===== src/rtl/cfg_reg_pkg.sv =====
`default_nettype none
// +--------------------------------------------------------------------------+
// | Module   : cfg_reg_pkg                                                   |
// | Purpose  : Shared constants and types for the cfg_reg_block register     |
// |            file: register byte offsets, CTRL bit positions, bus FSM      |
// |            state type and the per-bit write-enable merge helper.         |
// | Revision : 1.0  initial release                                          |
// +--------------------------------------------------------------------------+
package cfg_reg_pkg;

  localparam int REG_W = 32;

  // Register byte offsets
  localparam logic [7:0] ADDR_ID       = 8'h00;
  localparam logic [7:0] ADDR_CTRL     = 8'h04;
  localparam logic [7:0] ADDR_STATUS   = 8'h08;
  localparam logic [7:0] ADDR_IRQ_STAT = 8'h0C;
  localparam logic [7:0] ADDR_IRQ_EN   = 8'h10;
  localparam logic [7:0] ADDR_COUNT    = 8'h14;
  localparam logic [7:0] ADDR_SCRATCH  = 8'h18;

  // CTRL bit positions
  localparam int CTRL_COUNT_EN = 0;

  typedef enum logic [1:0] {
    IDLE = 2'd0,
    WAIT = 2'd1,
    RESP = 2'd2
  } cfg_state_t;

  // Only bits with their write enable set take the new value.
  function automatic logic [REG_W-1:0] apply_biten(
    input logic [REG_W-1:0] old_val,
    input logic [REG_W-1:0] wdata,
    input logic [REG_W-1:0] biten
  );
    return (old_val & ~biten) | (wdata & biten);
  endfunction

endpackage
`default_nettype wire


===== src/rtl/cfg_irq_ctrl.sv =====
`default_nettype none
// +--------------------------------------------------------------------------+
// | Module   : cfg_irq_ctrl                                                  |
// | Purpose  : Interrupt status (W1C) and enable registers plus the          |
// |            registered level interrupt.                                   |
// | Ports    : clk, rst (async, active low)                                  |
// |            hw_evt   - event pulses, one status bit each                  |
// |            wrap_evt - counter wrap, top status bit                       |
// |            stat_we  - W1C write to status this cycle                     |
// |            en_we    - masked write to enable this cycle                  |
// |            wr_data / wr_biten - implemented slice of the bus write       |
// |            irq_stat / irq_en  - register contents for read-back          |
// |            irq_o    - |(stat & en), one cycle behind the registers       |
// | Revision : 1.0  initial release                                          |
// +--------------------------------------------------------------------------+
module cfg_irq_ctrl #(
  parameter int NUM_EVT = 8
) (
  input  logic               clk,
  input  logic               rst,
  input  logic [NUM_EVT-1:0] hw_evt,
  input  logic               wrap_evt,
  input  logic               stat_we,
  input  logic               en_we,
  input  logic [NUM_EVT:0]   wr_data,
  input  logic [NUM_EVT:0]   wr_biten,
  output logic [NUM_EVT:0]   irq_stat,
  output logic [NUM_EVT:0]   irq_en,
  output logic               irq_o
);

  logic [NUM_EVT:0] r_stat;
  logic [NUM_EVT:0] r_en;
  logic             r_irq;
  logic [NUM_EVT:0] w_set;
  logic [NUM_EVT:0] w_clr;

  assign w_set = {wrap_evt, hw_evt};
  assign w_clr = stat_we ? (wr_data & wr_biten) : '0;

  always_ff @(posedge clk or negedge rst) begin
    if (!rst) begin
      r_stat <= '0;
      r_en   <= '0;
      r_irq  <= 1'b0;
    end else begin
      // Set is applied after clear so a same-cycle event keeps its bit.
      r_stat <= (r_stat & ~w_clr) | w_set;
      if (en_we) begin
        r_en <= (r_en & ~wr_biten) | (wr_data & wr_biten);
      end
      r_irq <= |(r_stat & r_en);
    end
  end

  assign irq_stat = r_stat;
  assign irq_en   = r_en;
  assign irq_o    = r_irq;

endmodule
`default_nettype wire


===== src/rtl/cfg_reg_block.sv =====
`default_nettype none
// +--------------------------------------------------------------------------+
// | Module   : cfg_reg_block                                                 |
// | Purpose  : Register file behind the APB4 bridge's internal request bus.  |
// |            ID, CTRL, STATUS, IRQ_STAT (W1C), IRQ_EN, COUNT, SCRATCH.     |
// | Ports    : clk, rst (async, active low)                                  |
// |            bus_req/bus_req_is_wr/bus_addr/bus_wr_data/bus_wr_biten in    |
// |            bus_ready (1-cycle pulse), bus_rd_data, bus_err out           |
// |            ctrl_o, count_o  - register contents                          |
// |            status_i         - live status, read at STATUS                |
// |            hw_evt_i         - event pulses into IRQ_STAT                 |
// |            irq_o            - level interrupt                            |
// | Revision : 1.0  initial release                                          |
// +--------------------------------------------------------------------------+
module cfg_reg_block
  import cfg_reg_pkg::*;
#(
  parameter int          ADDR_WIDTH  = 5,
  parameter int          DATA_WIDTH  = 32,
  parameter int          NUM_EVT     = 8,
  parameter int          WAIT_CYCLES = 0,
  parameter logic [31:0] ID_VALUE    = 32'hC0DE_0001
) (
  input  logic                  clk,
  input  logic                  rst,
  input  logic                  bus_req,
  input  logic                  bus_req_is_wr,
  input  logic [ADDR_WIDTH-1:0] bus_addr,
  input  logic [DATA_WIDTH-1:0] bus_wr_data,
  input  logic [DATA_WIDTH-1:0] bus_wr_biten,
  output logic                  bus_ready,
  output logic [DATA_WIDTH-1:0] bus_rd_data,
  output logic                  bus_err,
  output logic [DATA_WIDTH-1:0] ctrl_o,
  input  logic [DATA_WIDTH-1:0] status_i,
  input  logic [NUM_EVT-1:0]    hw_evt_i,
  output logic                  irq_o,
  output logic [DATA_WIDTH-1:0] count_o
);

  cfg_state_t            r_state;
  logic [3:0]            r_wait_cnt;
  logic                  r_ready;
  logic [DATA_WIDTH-1:0] r_rd_data;
  logic                  r_err;
  logic [DATA_WIDTH-1:0] r_ctrl;
  logic [DATA_WIDTH-1:0] r_count;
  logic [DATA_WIDTH-1:0] r_scratch;

  logic                  w_hit_id, w_hit_ctrl, w_hit_status, w_hit_stat;
  logic                  w_hit_en, w_hit_count, w_hit_scratch;
  logic                  w_err, w_commit, w_wr_ok, w_wrap;
  logic [DATA_WIDTH-1:0] w_rd_mux;
  logic [NUM_EVT:0]      w_irq_stat, w_irq_en;

  // Full-address compare: misaligned addresses and 0x1C hit nothing.
  assign w_hit_id      = (bus_addr == ADDR_WIDTH'(ADDR_ID));
  assign w_hit_ctrl    = (bus_addr == ADDR_WIDTH'(ADDR_CTRL));
  assign w_hit_status  = (bus_addr == ADDR_WIDTH'(ADDR_STATUS));
  assign w_hit_stat    = (bus_addr == ADDR_WIDTH'(ADDR_IRQ_STAT));
  assign w_hit_en      = (bus_addr == ADDR_WIDTH'(ADDR_IRQ_EN));
  assign w_hit_count   = (bus_addr == ADDR_WIDTH'(ADDR_COUNT));
  assign w_hit_scratch = (bus_addr == ADDR_WIDTH'(ADDR_SCRATCH));

  assign w_err = ~(w_hit_id | w_hit_ctrl | w_hit_status | w_hit_stat |
                   w_hit_en | w_hit_count | w_hit_scratch) |
                 (bus_req_is_wr & (w_hit_id | w_hit_status));

  // Requests are only accepted in IDLE, so each one commits exactly once.
  assign w_commit = (r_state == IDLE) & bus_req;
  assign w_wr_ok  = w_commit & bus_req_is_wr & ~w_err;

  // A bus write to COUNT overrides the increment and suppresses the wrap.
  assign w_wrap = r_ctrl[CTRL_COUNT_EN] & (&r_count) & ~(w_wr_ok & w_hit_count);

  always_comb begin
    w_rd_mux = '0;
    if (w_hit_id)           w_rd_mux = ID_VALUE;
    else if (w_hit_ctrl)    w_rd_mux = r_ctrl;
    else if (w_hit_status)  w_rd_mux = status_i;
    else if (w_hit_stat)    w_rd_mux = DATA_WIDTH'(w_irq_stat);
    else if (w_hit_en)      w_rd_mux = DATA_WIDTH'(w_irq_en);
    else if (w_hit_count)   w_rd_mux = r_count;
    else if (w_hit_scratch) w_rd_mux = r_scratch;
  end

  // Bus handshake FSM
  always_ff @(posedge clk or negedge rst) begin
    if (!rst) begin
      r_state    <= IDLE;
      r_wait_cnt <= '0;
      r_ready    <= 1'b0;
      r_rd_data  <= '0;
      r_err      <= 1'b0;
    end else begin
      r_ready <= 1'b0;
      case (r_state)
        IDLE: begin
          if (bus_req) begin
            r_rd_data  <= (w_err | bus_req_is_wr) ? '0 : w_rd_mux;
            r_err      <= w_err;
            r_wait_cnt <= 4'(WAIT_CYCLES);
            if (WAIT_CYCLES > 0) begin
              r_state <= WAIT;
            end else begin
              r_state <= RESP;
              r_ready <= 1'b1;
            end
          end
        end
        WAIT: begin
          if (r_wait_cnt <= 4'd1) begin
            r_state <= RESP;
            r_ready <= 1'b1;
          end else begin
            r_wait_cnt <= r_wait_cnt - 4'd1;
          end
        end
        RESP: begin
          r_state   <= IDLE;
          r_rd_data <= '0;
          r_err     <= 1'b0;
        end
        default: r_state <= IDLE;
      endcase
    end
  end

  // CTRL, COUNT, SCRATCH
  always_ff @(posedge clk or negedge rst) begin
    if (!rst) begin
      r_ctrl    <= '0;
      r_count   <= '0;
      r_scratch <= '0;
    end else begin
      if (w_wr_ok & w_hit_ctrl) begin
        r_ctrl <= apply_biten(r_ctrl, bus_wr_data, bus_wr_biten);
      end
      if (w_wr_ok & w_hit_scratch) begin
        r_scratch <= apply_biten(r_scratch, bus_wr_data, bus_wr_biten);
      end
      if (w_wr_ok & w_hit_count) begin
        r_count <= apply_biten(r_count, bus_wr_data, bus_wr_biten);
      end else if (r_ctrl[CTRL_COUNT_EN]) begin
        r_count <= r_count + DATA_WIDTH'(1);
      end
    end
  end

  cfg_irq_ctrl #(
    .NUM_EVT (NUM_EVT)
  ) u_irq_ctrl (
    .clk      (clk),
    .rst      (rst),
    .hw_evt   (hw_evt_i),
    .wrap_evt (w_wrap),
    .stat_we  (w_wr_ok & w_hit_stat),
    .en_we    (w_wr_ok & w_hit_en),
    .wr_data  (bus_wr_data[NUM_EVT:0]),
    .wr_biten (bus_wr_biten[NUM_EVT:0]),
    .irq_stat (w_irq_stat),
    .irq_en   (w_irq_en),
    .irq_o    (irq_o)
  );

  assign bus_ready   = r_ready;
  assign bus_rd_data = r_rd_data;
  assign bus_err     = r_err;
  assign ctrl_o      = r_ctrl;
  assign count_o     = r_count;

endmodule
`default_nettype wire


===== config.mk =====
export PLATFORM = sky130hd
export DESIGN_NAME = cfg_reg_block
export DESIGN_NICKNAME = d
export VERILOG_FILES = /design/src/rtl/cfg_reg_pkg.sv /design/src/rtl/cfg_irq_ctrl.sv /design/src/rtl/cfg_reg_block.sv
export SDC_FILE = /design/constraint.sdc
export NUM_CORES = 1
export LEC_CHECK = 0
export CELL_PAD_IN_SITES_DETAIL_PLACEMENT = 1
export CELL_PAD_IN_SITES_GLOBAL_PLACEMENT = 2
export CORE_AREA = 2 2 165 167
export CTS_CLUSTER_SIZE = 25
export DETAILED_ROUTE_END_ITERATION = 10
export DIE_AREA = 0 0 167 169
export GPL_ROUTABILITY_DRIVEN = 0
export PLACE_DENSITY = 0.79
export SETUP_SLACK_MARGIN = 0.5
export SYNTH_ARGS = -nofsm -noshare
export SYNTH_HDL_FRONTEND = slang
export SYNTH_SLANG_ARGS = --single-unit

===== constraint.sdc =====
create_clock -name clk -period 2.2 [get_ports clk]
set_input_delay 0.44 -clock clk [delete_from_list [all_inputs] [get_ports clk]]
set_output_delay 0.44 -clock clk [all_outputs]
set_load 0.005 [all_outputs]

Word level (Yosys, flattened, before mapping)
Cells that the tools add are included.
- latch bits: 0
- logic and storage cells: 98
- memory bits (read-only): 0
- output and inout port bits: 99
- register bits: 155
- input port bits: 113
- memories kept: 0
- RAM bits: 0
- divide/modulo/power cells: 0
- shift-type cells: 0
- reduce and logical (&&, ||, !) cells: 10
- multipliers: 0
- muxes and demuxes: 24
- bitwise logic cells: 39
- magnitude comparators: 1
- add/subtract/negate cells: 2
- equality and inequality tests: 11
- operators by type and width (cell ; count):
    2-to-1 mux 32 bit ; 11
    AND 32 bit ; 4
    OR 32 bit ; 3
    case mux 32 bit (2 select lines) ; 1
    AND 9 bit ; 4
    adder 32 x 1 -> 32 bit, second input constant ; 1
    NOT 32 bit ; 1
    AND reduction 32 bit ; 1
    NOT 9 bit ; 2
    OR 9 bit ; 2
    == test 5 bit, second input constant ; 3
    AND 1 bit ; 11
    == test 5 x 4 -> 1 bit, second input constant ; 2
    2-to-1 mux 9 bit ; 1
    OR 1 bit ; 9
    OR reduction 9 bit ; 1
    2-to-1 mux 4 bit ; 2
    case mux 4 bit (2 select lines) ; 1
    inequality test 2 bit, second input constant ; 3
    nonzero test 2 bit ; 3
    == test 5 x 3 -> 1 bit, second input constant ; 1
    logical NOT 5 bit ; 1
    <= comparator 4 x 1 -> 1 bit, second input constant ; 1
    2-to-1 mux 2 bit ; 2
    other kinds (10) ; 16

Longest topological paths before layout
Gate-level depths: netlist of run 1.
- depth after elaboration: 16
- gate-level depth with buffers: 9
- depth with buffers taken out: 5

Modules after synthesis
A second synthesis of run 1 with hierarchy kept.
- cells, all modules: 791
- area, all modules: 7764.9 sq um
- by module, submodules not included (module ; area each (sq um) ; cells an instance ; sequential area each (sq um) ; instances):
    cfg_reg_block ; 6949.2 ; 729 ; 3278.1 ; 1
    cfg_irq_ctrl ; 815.8 ; 62 ; 475.5 ; 1

Worst setup path after synthesis of run 1
No wires, ideal clock.
- kind: input to register
- start point: in bus_addr[2]
- end point: reg (tool-made name)
- stages: 8
- arrival: 1887 ps
- required time: 2073 ps
- buffers on the path: 3
- library setup time: 127 ps
- path slack: 186 ps
- cell sequence: buf_2 > inv_2 > nor3_1 > nor2b_1 > clkbuf_1 > buf_2 > nand2_1 > mux2_1
- RTL lines (what ; line ; text):
    from (decl) ; cfg_reg_block.sv:28 ; input logic [ADDR_WIDTH-1:0] bus_addr,

==> summary.txt, run 1 <==
Status: complete, no violations
Layout Utilization: 51.2%
Post-route cell area: 13600 um2
Cell Rows: 60
Hold_ws: 0.411 ns
Synthesis-stage register bit count: 150
Diodes inserted: 0
Register area: 3770 um2
Total die area: 28200 um2
XOR/XNOR share of the synthesized area: 0%
Largest net degree at the start of global routing: 42
Setup tns final: 0 ns
Net Sw Frac: 29.3%
Dpl hpwl: 23.6 mm
Internal power: 5.51 mW
Largest delay contributor family on the critical path: simple AND/OR/NAND/NOR gates
Compound-gate portion of the synthesized area: 19.2%
Final Critical Period: 1.98 ns
Cts bufs inserted: 17
Yosys synthesis warning count: 0
Layout cells sized above 1: 38.5%
Layout Nets: 1293
CTS clk-pin slew, worst paths: 0.06 ns
DR pass1 iterations: 4
NetSw: 2.29 mW
Clk_lat worst skew: 0.43 ns
GR Util met3: 4.47%
Largest family of logic cells by synthesized area: compound AO/OA/AOI/OAI gates
H-tree depth: 4
First-pass GRT wire length: 53.4 mm
CP bufs+invs: 2
Lkg Pwr: 6.32 nW
Post-Synthesis Cells: 808
Worst clock skew: 0.0141 ns
CTS max path bufs: 2
Post-Place Worst Slack: -0.370 ns
Synth Area in Simple Gates: 17.4%
Critical Path End Type: flip-flop
Critical path class: reg -> reg
Hold violation total from the final report: 0
M2 GR Usage: 41.4%
Mux cell area share after synthesis: 12.1%
Filler cells: 2901
Critical path's slowest cell: dfrtp_1
PD cells: 575 nW/um2
Post-Syn Area: 7850 um2
P&R area growth vs syn: 72.7%
Antenna-violating nets left: 0
Seq/Total Area, Yosys: 47.8%
Routed len/inst: 23.3 um
Peak supply drop: 0.365 mV
Slowest stage delay, CP: 0.43 ns
Via density: 5.42
Synthesized area per cell: 9.71 um2
Slew margin rel.: 70.4%
Detailed-route via count: 8313
Logic pwr share: 21.1%
RSZ-0062 raised after global routing: yes
Area of the multi-input gates: 4790 um2
Top Ports: 212
Setup Viol. Count Final: 0
Number of flops mapped to enable cells by yosys: 0
Die H: 169 um
Max-cap viol count: 0
Syn_nets: 922
Crit path DAT: 2.29 ns
Global Route met1 Usage: 32.8%
Worst-Margin Slew: 0.443 ns
Area after DPL: 11500 um2
Sequential power share: 39.8%
Fmax: 0.505 GHz
Hold Crit Class: in -> reg
Most frequent cells in the layout: dfrtp_1 (133), buf_4 (128), clkdlybuf4s50_1 (106)
Placed cell count: 1391
Critical Path Fanout Max: 8
Busiest layer in global routing: met2
Period Utilization, post-route: 89.9%
Antenna violations before repair: 0
Vias in the first global route: 8878
Fin cells: 1533
CTS tree: built
Chip width: 167 um
Core area: 26500 um2
Gr ovfl total: 0
Root Buffer: clkbuf_16
Crit path required time: 2.51 ns
Initial Utilization: 29.6%
Drt total wl: 35.7 mm
Ys async rst share: 100%
PnR worst setup slack: 0.222 ns
Yosys cell types: 61
Buffers added on ports: 211
CP cell instances: nor4b_4 -> nand2_2 -> nor2b_4 -> buf_12 -> buf_12 -> nand2_2 -> mux2_4
DRC: 0
Gr usage total: 24.6%
Commonest non-fill, non-tap cell in the layout: dfrtp_1
1st-iter DRT viols: 510
Crit start category: flip-flop
Pwr Total: 7.80 mW
Clk pwr share: 39.1%
Post-synth top flop: dfrtp_1
Clock sinks: 150
Max Slew Vio Count: 0
Adder-cell share of the synthesized area: 0.159%
[synth_stat cells (all sizes together), types with 3 or more instances]
cell type	count	area, um2
a31oi	4	25.0
nand4	11	83.8
a311o	3	30.0
buf	20	100
o211ai	7	52.6
and2	3	18.8
a22oi	16	120
clkbuf	30	113
a21oi	49	245
or3	5	31.3
nor3	20	115
dfrtp	150	3750
a32o	8	80.1
nor2	30	113
inv	12	45.1
a21bo	3	30.0
o2bb2ai	6	52.6
nor2b	6	37.5
a221oi	8	70.1
nand3	44	233
and3	8	50.1
o21ai	73	365
a21o	9	67.6
a221o	20	200
mux2	73	822
and4	9	81.3
o22ai	3	18.8
mux2i	13	130
nand2	139	522
[path summary, 6_finish.rpt]
kind                            cells after the start  slack [ns]       startpoint               to
worst max-delay path                                7        0.22       r_state[1]        flip-flop
worst min-delay path                                3        0.41      bus_addr[3]          bus_err
worst max register to register                      7        0.22       r_state[1]        flip-flop
worst min register to register                      2        0.48  bus_rd_data[25]  bus_rd_data[25]
max in group asynchronous                           3        1.11              rst  bus_rd_data[29]
min in group asynchronous                           2        0.49              rst        async pin
[power by group through the flow]
| stage | Combinational [mW] | Sequential [mW] | Clock, mW |
|---|---|---|---|
| finish | 1.64 | 3.10 | 3.05 |
| global route | 1.75 | 3.13 | 3.20 |
| CTS | 1.52 | 3.09 | 3.08 |
| detailed placement | 1.35 | 3.17 | 0 |
| global placement | 1.33 | 3.17 | 0 |
| floorplan | 0.452 | 3.14 | 0 |
[cells by family after synthesis]
| group | count (synthesis) |
|---|---|
| flip-flops | 150 |
| AO/OA/AOI/OAI | 226 |
| multiplexers | 86 |
| buffers and inverters | 62 |
| adder cells (fa/ha/maj) | 1 |
| AND/OR/NAND/NOR | 283 |
[worst min-delay path, delay by kind of cell]
| family | cells | cell delay [ns] |
|---|---|---|
| AND/OR/NAND/NOR | 1 | 0.08 |
| AO/OA/AOI/OAI | 1 | 0.11 |
| buffers and inverters | 1 | 0.16 |
[area by class of cell]
type	instances	area share, %
Multi-Input combinational cell	597	35.3
Timing Repair Buffer	401	29.0
Sequential cell	150	27.8
Tap cell	341	3.15
Clock buffer	17	3.14
Clock inverter	15	1.23
Inverter	12	0.351
[repair_timing]
item / CTS / global route
gates resized for setup: 185 / 99
setup endpoints to repair: 245 / 147
hold buffers: 1 / 0
pin swaps: 15 / 51
buffers inserted: 81 / 20
hold endpoints to repair: 35 / 0
cloned: 6 / 2
[metal layers]
metal | routed length [um] | share of wire [%]
met3 | 1650 | 4.6
met1 | 15900 | 45
met4 | 574 | 1.6
met5 | 0 | 0
met2 | 17600 | 49
No activity file was read; power rests on OpenSTA's default activity.
==> run 2, diff against run 1 <==
--- a/config.mk
+++ b/config.mk
@@ -8,10 +8,12 @@
 export CELL_PAD_IN_SITES_DETAIL_PLACEMENT = 1
 export CELL_PAD_IN_SITES_GLOBAL_PLACEMENT = 2
 export CORE_AREA = 2 2 165 167
+export CTS_BUF_LIST = sky130_fd_sc_hd__clkbuf_4 sky130_fd_sc_hd__clkbuf_8 sky130_fd_sc_hd__clkbuf_16
 export CTS_CLUSTER_SIZE = 25
 export DETAILED_ROUTE_END_ITERATION = 10
 export DIE_AREA = 0 0 167 169
 export GPL_ROUTABILITY_DRIVEN = 0
+export HOLD_SLACK_MARGIN = 0.02
 export PLACE_DENSITY = 0.79
 export SETUP_SLACK_MARGIN = 0.5
 export SYNTH_ARGS = -nofsm -noshare
==> results of run 2 <==
No change in the layout: final DEF, timing and power equal those of run 1.
==> run 3, diff against run 2 <==
--- a/config.mk
+++ b/config.mk
@@ -9,11 +9,11 @@
 export CELL_PAD_IN_SITES_GLOBAL_PLACEMENT = 2
 export CORE_AREA = 2 2 165 167
 export CTS_BUF_LIST = sky130_fd_sc_hd__clkbuf_4 sky130_fd_sc_hd__clkbuf_8 sky130_fd_sc_hd__clkbuf_16
-export CTS_CLUSTER_SIZE = 25
+export CTS_CLUSTER_SIZE = 30
 export DETAILED_ROUTE_END_ITERATION = 10
 export DIE_AREA = 0 0 167 169
 export GPL_ROUTABILITY_DRIVEN = 0
-export HOLD_SLACK_MARGIN = 0.02
+export HOLD_SLACK_MARGIN = 0.1
 export PLACE_DENSITY = 0.79
 export SETUP_SLACK_MARGIN = 0.5
 export SYNTH_ARGS = -nofsm -noshare
==> results of run 3 <==
No change in the layout: final DEF, timing and power equal those of run 1.
